--- config.mk ---
export PLATFORM = sky130hd
export DESIGN_NAME = audio_tone_seq
export DESIGN_NICKNAME = d
export VERILOG_FILES = /design/src/rtl/audio_tone_seq.sv
export SDC_FILE = /design/constraint.sdc
export NUM_CORES = 1
export LEC_CHECK = 0
export CAP_MARGIN = 20
export CORE_MARGIN = 5
export CORE_UTILIZATION = 25
export CTS_BUF_LIST = sky130_fd_sc_hd__clkbuf_2 sky130_fd_sc_hd__clkbuf_4 sky130_fd_sc_hd__clkbuf_8
export DETAILED_ROUTE_END_ITERATION = 7
export PLACE_DENSITY = 0.39
export SLEW_MARGIN = 10
export SYNTH_ARGS = -nofsm -noshare
export SYNTH_HDL_FRONTEND = slang
export SYNTH_SLANG_ARGS = --single-unit
--- constraint.sdc ---
create_clock -name clk -period 7.55 [get_ports clk]
set_input_delay 1.51 -clock clk [delete_from_list [all_inputs] [get_ports clk]]
set_output_delay 1.51 -clock clk [all_outputs]
set_load 0.02 [all_outputs]
--- src/rtl/audio_tone_seq.sv ---
// Purpose : pattern-driven tone generator feeding the PDM modulator (offset-binary, 0x8000 = silence).
// Latency : sample/sample_valid follow the internal sample strobe by exactly 2 clk cycles.
// Backpres: none; the sink must accept every sample_valid pulse, enable=0 freezes and mutes.
//
// Ports
//   clk, rst_n        clock, synchronous active-low reset
//   enable            1 = run; 0 = hold all sequencing state and force silence
//   wave_sel[1:0]     00 square, 01 saw, 10 triangle, 11 noise (used at each strobe)
//   sample[15:0]      unsigned offset-binary sample
//   sample_valid      one-cycle pulse when sample is updated
//   step[3:0]         current sequencer step
//   note_on           current step plays a note (0 = rest)
module audio_tone_seq #(
    parameter int CLK_DIV        = 1024,
    parameter int TICKS_PER_STEP = 3072,
    parameter int DECAY_DIV      = 64
) (
    input  logic        clk,
    input  logic        rst_n,
    input  logic        enable,
    input  logic [1:0]  wave_sel,
    output logic [15:0] sample,
    output logic        sample_valid,
    output logic [3:0]  step,
    output logic        note_on
);

    // ------------------------------------------------------------------
    // Counter widths and terminal values
    // ------------------------------------------------------------------
    localparam int DIV_W  = (CLK_DIV > 1)        ? $clog2(CLK_DIV)        : 1;
    localparam int TICK_W = (TICKS_PER_STEP > 1) ? $clog2(TICKS_PER_STEP) : 1;
    localparam int DEC_W  = (DECAY_DIV > 1)      ? $clog2(DECAY_DIV)      : 1;

    localparam logic [DIV_W-1:0]  DIV_LAST  = DIV_W'(CLK_DIV - 1);
    localparam logic [TICK_W-1:0] TICK_LAST = TICK_W'(TICKS_PER_STEP - 1);
    localparam logic [DEC_W-1:0]  DEC_LAST  = DEC_W'(DECAY_DIV - 1);

    localparam logic [15:0] LFSR_SEED = 16'hACE1;
    localparam logic [15:0] SILENCE   = 16'h8000;

    // Stage-1 pipeline word: waveform value and the envelope it is scaled by.
    typedef struct packed {
        logic [15:0] wave;
        logic [7:0]  env;
    } s1_t;

    // ------------------------------------------------------------------
    // Pattern ROM: bit 7 = rest, [6:4] = octave, [3:0] = semitone
    // ------------------------------------------------------------------
    function automatic logic [7:0] pattern_rom(input logic [3:0] idx);
        logic [7:0] e;
        e = 8'h80;
        case (idx)
            4'h0: e = 8'h40;
            4'h1: e = 8'h44;
            4'h2: e = 8'h47;
            4'h3: e = 8'h50;
            4'h4: e = 8'h80;
            4'h5: e = 8'h47;
            4'h6: e = 8'h44;
            4'h7: e = 8'h40;
            4'h8: e = 8'h35;
            4'h9: e = 8'h39;
            4'hA: e = 8'h40;
            4'hB: e = 8'h45;
            4'hC: e = 8'h80;
            4'hD: e = 8'h42;
            4'hE: e = 8'h47;
            4'hF: e = 8'h4B;
            default: e = 8'h80;
        endcase
        return e;
    endfunction

    // Phase increments for octave 7, C..B; lower octaves are right-shifted.
    function automatic logic [15:0] base_inc(input logic [3:0] semi);
        logic [15:0] b;
        b = 16'd0;
        case (semi)
            4'd0:  b = 16'd5579;
            4'd1:  b = 16'd5911;
            4'd2:  b = 16'd6262;
            4'd3:  b = 16'd6635;
            4'd4:  b = 16'd7029;
            4'd5:  b = 16'd7447;
            4'd6:  b = 16'd7890;
            4'd7:  b = 16'd8359;
            4'd8:  b = 16'd8856;
            4'd9:  b = 16'd9383;
            4'd10: b = 16'd9941;
            4'd11: b = 16'd10532;
            default: b = 16'd0;
        endcase
        return b;
    endfunction

    // ------------------------------------------------------------------
    // State
    // ------------------------------------------------------------------
    logic [DIV_W-1:0]  div_cnt;
    logic [TICK_W-1:0] tick_cnt;
    logic [DEC_W-1:0]  dec_cnt;
    logic [15:0]       phase;
    logic [15:0]       inc;
    logic [15:0]       lfsr;
    logic [7:0]        env;

    s1_t               s1_dat;
    logic              s1_vld;

    // ------------------------------------------------------------------
    // Strobe and step-load decode
    // ------------------------------------------------------------------
    logic strobe;
    logic step_load;

    assign strobe    = enable && (div_cnt == DIV_LAST);
    assign step_load = strobe && (tick_cnt == TICK_LAST);

    // Entry for the step being entered; only meaningful on step_load.
    logic [3:0]  step_nxt;
    logic [7:0]  entry_nxt;
    logic        rest_nxt;
    logic [15:0] inc_nxt;

    assign step_nxt  = step + 4'd1;
    assign entry_nxt = pattern_rom(step_nxt);
    // Semitones 12..15 have no pitch and are played as rests.
    assign rest_nxt  = entry_nxt[7] | (&entry_nxt[3:2]);
    assign inc_nxt   = rest_nxt ? 16'd0
                                : (base_inc(entry_nxt[3:0]) >> (3'd7 - entry_nxt[6:4]));

    // ------------------------------------------------------------------
    // Next oscillator / noise / envelope values for the current strobe.
    // The waveform is built from these post-update values so the stage-1
    // register captures the sample belonging to this strobe.
    // ------------------------------------------------------------------
    logic [15:0] lfsr_nxt;
    logic [15:0] phase_nxt;
    logic [7:0]  env_nxt;
    logic        dec_hit;

    assign lfsr_nxt = {lfsr[14:0], lfsr[15] ^ lfsr[13] ^ lfsr[12] ^ lfsr[10]};
    assign dec_hit  = (dec_cnt == DEC_LAST);

    always_comb begin
        phase_nxt = phase + inc;
        env_nxt   = env;
        if (step_load) begin
            // A new step restarts the oscillator and re-triggers (or silences) the envelope.
            phase_nxt = 16'd0;
            env_nxt   = rest_nxt ? 8'd0 : 8'd255;
        end else if (dec_hit && (env != 8'd0)) begin
            env_nxt = env - 8'd1;
        end
    end

    // ------------------------------------------------------------------
    // Waveform shaping (signed 16-bit result)
    // ------------------------------------------------------------------
    logic [15:0] tri_t;
    logic [15:0] wave_nxt;

    always_comb begin
        tri_t    = phase_nxt[15] ? ~{phase_nxt[14:0], 1'b0} : {phase_nxt[14:0], 1'b0};
        wave_nxt = 16'h0000;
        case (wave_sel)
            2'b00:   wave_nxt = phase_nxt[15] ? 16'h8000 : 16'h7FFF;
            2'b01:   wave_nxt = {~phase_nxt[15], phase_nxt[14:0]};
            2'b10:   wave_nxt = {~tri_t[15], tri_t[14:0]};
            default: wave_nxt = lfsr_nxt;
        endcase
    end

    // ------------------------------------------------------------------
    // Strobe divider, sequencer and oscillator state
    // ------------------------------------------------------------------
    always_ff @(posedge clk) begin
        if (!rst_n) begin
            div_cnt  <= '0;
            tick_cnt <= TICK_LAST;
            dec_cnt  <= '0;
            step     <= 4'hF;
            note_on  <= 1'b0;
            phase    <= 16'd0;
            inc      <= 16'd0;
            lfsr     <= LFSR_SEED;
            env      <= 8'd0;
        end else begin
            if (enable) begin
                div_cnt <= (div_cnt == DIV_LAST) ? '0 : div_cnt + DIV_W'(1);
            end
            if (strobe) begin
                tick_cnt <= (tick_cnt == TICK_LAST) ? '0 : tick_cnt + TICK_W'(1);
                // The decay divider free-runs over every strobe, step loads included,
                // so decay cadence is not reset by note boundaries.
                dec_cnt  <= dec_hit ? '0 : dec_cnt + DEC_W'(1);
                lfsr     <= lfsr_nxt;
                phase    <= phase_nxt;
                env      <= env_nxt;
                if (step_load) begin
                    step    <= step_nxt;
                    note_on <= !rest_nxt;
                    inc     <= inc_nxt;
                end
            end
        end
    end

    // ------------------------------------------------------------------
    // Stage 1: capture waveform + envelope on the strobe
    // ------------------------------------------------------------------
    always_ff @(posedge clk) begin
        if (!rst_n) begin
            s1_dat <= '0;
            s1_vld <= 1'b0;
        end else begin
            s1_vld <= strobe;
            if (strobe) begin
                s1_dat <= '{wave: wave_nxt, env: env_nxt};
            end
        end
    end

    // ------------------------------------------------------------------
    // Stage 2: signed scale by envelope, convert to offset-binary
    // ------------------------------------------------------------------
    logic signed [24:0] wave_x;
    logic signed [24:0] env_x;
    logic signed [24:0] prod;
    logic               unused_prod_bits;

    assign wave_x = 25'($signed(s1_dat.wave));
    assign env_x  = 25'({1'b0, s1_dat.env});
    assign prod   = wave_x * env_x;
    // |wave*env| < 2^23, so bit 23 is the sign and bit 24 only repeats it.
    assign unused_prod_bits = ^{prod[24], prod[7:0]};

    always_ff @(posedge clk) begin
        if (!rst_n) begin
            sample       <= SILENCE;
            sample_valid <= 1'b0;
        end else if (!enable) begin
            // Muting also drops a sample still in stage 1.
            sample       <= SILENCE;
            sample_valid <= 1'b0;
        end else begin
            sample_valid <= s1_vld;
            if (s1_vld) begin
                // (prod >>> 8) with the MSB flipped = signed value + 0x8000.
                sample <= {~prod[23], prod[22:8]};
            end
        end
    end

endmodule

==> impl_results.md <==
- Result of the run: finished, final reports clean
- Global-route wire length before repair: just under 50 mm
- I/O pin count: 27
- CP Max Fanout: 20
- Total die area: approximately 49,000 um2
- Setup slack of the worst register-to-register path: ~1.9 ns
- Antenna violations before repair: 0
- Startpoint types: flop
- Total CTS buffers: 17
- Final Slew Violations: 0
- Min-delay worst type: flop to flop
- Cell at the root of the clock tree: clkbuf_8
- Slowest CP cell: dfxtp_1
- Placeable core region: roughly 44,000 um2
- Post-Synth XOR/XNOR Area: between 4 and 5%
- Mux contribution to synthesized area: roughly 2.2%
- FF+latch area: 2420 um2
- H-Tree Depth: 4
- Instance area after placement: between 10,000 and 15,000 um2
- Average wire per standard cell: 15.5 um
- WP data arrival: ~6.0 ns
- Nature of the critical path endpoint: flop
- Pin slew with the least headroom to its limit: about 1.1 ns
- Post-CTS Hold Buffers: 0
- Fraction of layout cells with a size suffix above 1: under 10%
- RSZ-0062 raised after global routing: false
- Post-cts repair resize count: 0
- CTS tree: built
- Global-route congestion overflow total: 0
- Number of synthesized register bits: 121
- Number of nets with antenna violations after detailed routing: 0
- Worst hold slack: ~0.45 ns
- Register clock-pin slew on the reported worst setup and hold paths: roughly 0.08 ns
- Tcrit/Tclk final: 74.7%
- Worst flop-to-flop path endpoint: sample[15]
- CP dominant cell by count: fa_1
- Final TNS setup: 0 ns
- N_diodes: 0
- Hold EP: note_on
- Post-route cell area: 12,300 um2
- Area added between synthesis and finish: 10.8%
- Top cell type's share of synthesized area: between 20% and 30%
- Worst slew margin relative to its limit: approximately 29%
- Vias after detailed routing: 9,003
- EDFF count, synth: 0
- Required time of the worst setup path: 7.92 ns
- Starting DRC count in detailed routing: about 530
- Total setup buffers inserted after CTS: 0
- Max Buffers Root-to-Sink: 2
- Cell count after synthesis: ~1,300
- Synth unique cells: 80
- Overall die width: approximately 220 um
- Vertical die dimension: ~220 um
- Combinational family with the most area after synthesis: adder cells
- Portion of the post-synthesis area used by sequential elements: between 20% and 30%
- Arithmetic-cell share of the synthesized area counting full adders, half adders and majority gates: approximately a quarter
- Peak VDD IR: 120 uV
- Number of failing setup endpoints in the final timing report: 0
- Simple-gate portion of the synthesized area: between 20% and 30%
- HP Start: note_on
- CP Class: flop to flop
- Largest net degree at the start of global routing: 50
- Mean area per synthesized cell: ~8.2 um2
- Synth Area in Compound Gates: between 10% and 20%
- Placer congestion estimate: just under 0.8
- Maximum achievable frequency: ~180 MHz
- Biggest area contributors in the synthesized netlist: dfxtp_1 (22%), fa_1 (18%), ha_1 (8.7%)
- Cell count of the worst reg-to-reg path: 17
- Hold Crit Depth: 2
- Slowest stage delay, CP: approximately 0.82 ns
- Clk_skew: approximately 0.018 ns
- Number of buffers added on ports: 26
- Remaining routing DRC violations: 0
- Number of warnings reported in the yosys synthesis log: 0
- Number of vias per cell: 4.66
- Final-layout fill cell count: roughly 4,800
- Cell taking the most area after synthesis: dfxtp_1
- Cell Rows: 77
- Total leakage power: between 5 and 6 nW
- Power density over the cells: between 100 and 150 nW/um2
- Layout Utilization: ~28%
- Vias in the first global route: 8,885
- Clock sinks: 121
- Worst reg2reg startpoint: env_x[0]
- First-pass iteration count of the detailed router: 5
- Most frequent cell after synthesis: nand2_1
- Starting utilization of the core area: 25.2%
- Most used standard cells in the synthesized netlist: nand2_1 (221), inv_1 (157), dfxtp_1 (121)
- Multi-input gate area in the final layout: about 7800 um2
- Async S/R FF share, synth: 0%
- Insertion delay of the later-clocked pin in the worst-skew pair: 0.48 ns
- Final hold violations: 0
- Total global routing track utilization: 12.6%
- Synthesized Nets: 1,529
- HPWL after detailed placement: between 20 and 25 mm
- Crit path time final: between 5 and 6 ns
- Count of nets after finishing: 1,508
- Cell-by-cell trace of the critical path: nand2_1 > fa_1 > inv_1 > fa_1 > fa_1 > inv_1 > fa_1 > inv_1 > ha_1 > and3_1 > a221o_1 > a31oi_1 > o211ai_1 > a41o_1 > o41ai_1 > xnor2_1 > a21bo_2
- Dominant synthesized flop cell: dfxtp_1
- Post-Syn Area: 11,100 um2
- Number of max-cap violations: 0
- Final Routed Wirelength: roughly 30 mm
worst max-delay path, delay by kind of cell, from the launching register on:
family / cells / cell delay, ns
compound gates: 6 / 1.61
flops: 1 / 0.82
fa+ha+maj: 5 / 2.38
buf+inv: 3 / 0.14
simple gates: 2 / 0.43
xor+xnor: 1 / 0.14
placed cells by master, fill, tap and decap left out, types with 19 or more instances in the layout:
master             n
inv_1            157
xor2_1            20
o21ai_0           55
clkdlybuf4s50_1   25
xnor2_1           43
nand3_1           43
nor2_1            61
dfxtp_1          121
a21boi_0          19
and2_1            74
nand2_1          221
fa_1             100
ha_1              77
a21oi_1           52
where the power goes:
| group | switching, mW | internal, mW | total, mW |
|---|---|---|---|
| Clock | 0.311 | 0.375 | 0.687 |
| Sequential | 0.000708 | 0.638 | 0.639 |
| Combinational | 0.0251 | 0.0112 | 0.0363 |
| Total | 0.337 | 1.02 | 1.36 |
sequential cells by signal (all words and copies together) (netlist names):
signal and flops:
lfsr 16, phase 16, s1_dat 16, sample 16, inc 14, tick_cnt 12, div_cnt 10, env_x 8
dec_cnt 6, step 4, note_on 1, s1_vld 1, sample_valid 1
cells by family (layout without fill, tap and decap cells):
family                   Yosys count  after routing
adder cells (fa/ha/maj)          177            177
flip-flops                       121            121
XOR/XNOR                          63             63
buffers and inverters            231            223
multiplexers                      21             21
AO/OA/AOI/OAI                    252            252
AND/OR/NAND/NOR                  482            482
worst max path at each step:
stage | end | from | depth (start not counted)
4_1_cts | sample[15] | env_x[0] | 17
2_1_floorplan | sample[15] | env_x[5] | 19
3_5_place_dp | sample[14] | env_x[0] | 17
3_3_place_gp | sample[15] | env_x[0] | 17
6_report | sample[15] | env_x[0] | 17
5_1_grt | sample[14] | env_x[0] | 17
per-stage QoR:
| step | power (mW) | cells | setup slack (ns) |
|---|---|---|---|
| after floorplan | 0.680 | 1347 | 2.28 |
| after global placement | 0.691 | 1899 | 2.00 |
| after detailed placement | 0.691 | 1899 | 1.90 |
| after CTS | 1.39 | 1931 | 1.86 |
| after global routing | 1.42 | 1931 | 1.55 |
| final | 1.36 | 1931 | 1.91 |
routing by layer:
metal	vias to the layer above	GRT usage, %	routed length (um)
li1	4445	-	-
met1	4442	17.4	14800
met2	96	20.3	13900
met3	20	2.56	858
met4	0	3.06	412
met5	-	0	0
cell type report:
type                            instances  area share (%)
Sequential cell                       121            19.7
Clock buffer                           19            2.08
Multi-Input combinational cell        995            63.3
Clock inverter                         13            1.55
Inverter                              158            4.82
Timing Repair Buffer                   33            2.50
Tap cell                              592            6.02
Note: power is estimated with default switching activity, not from simulation.
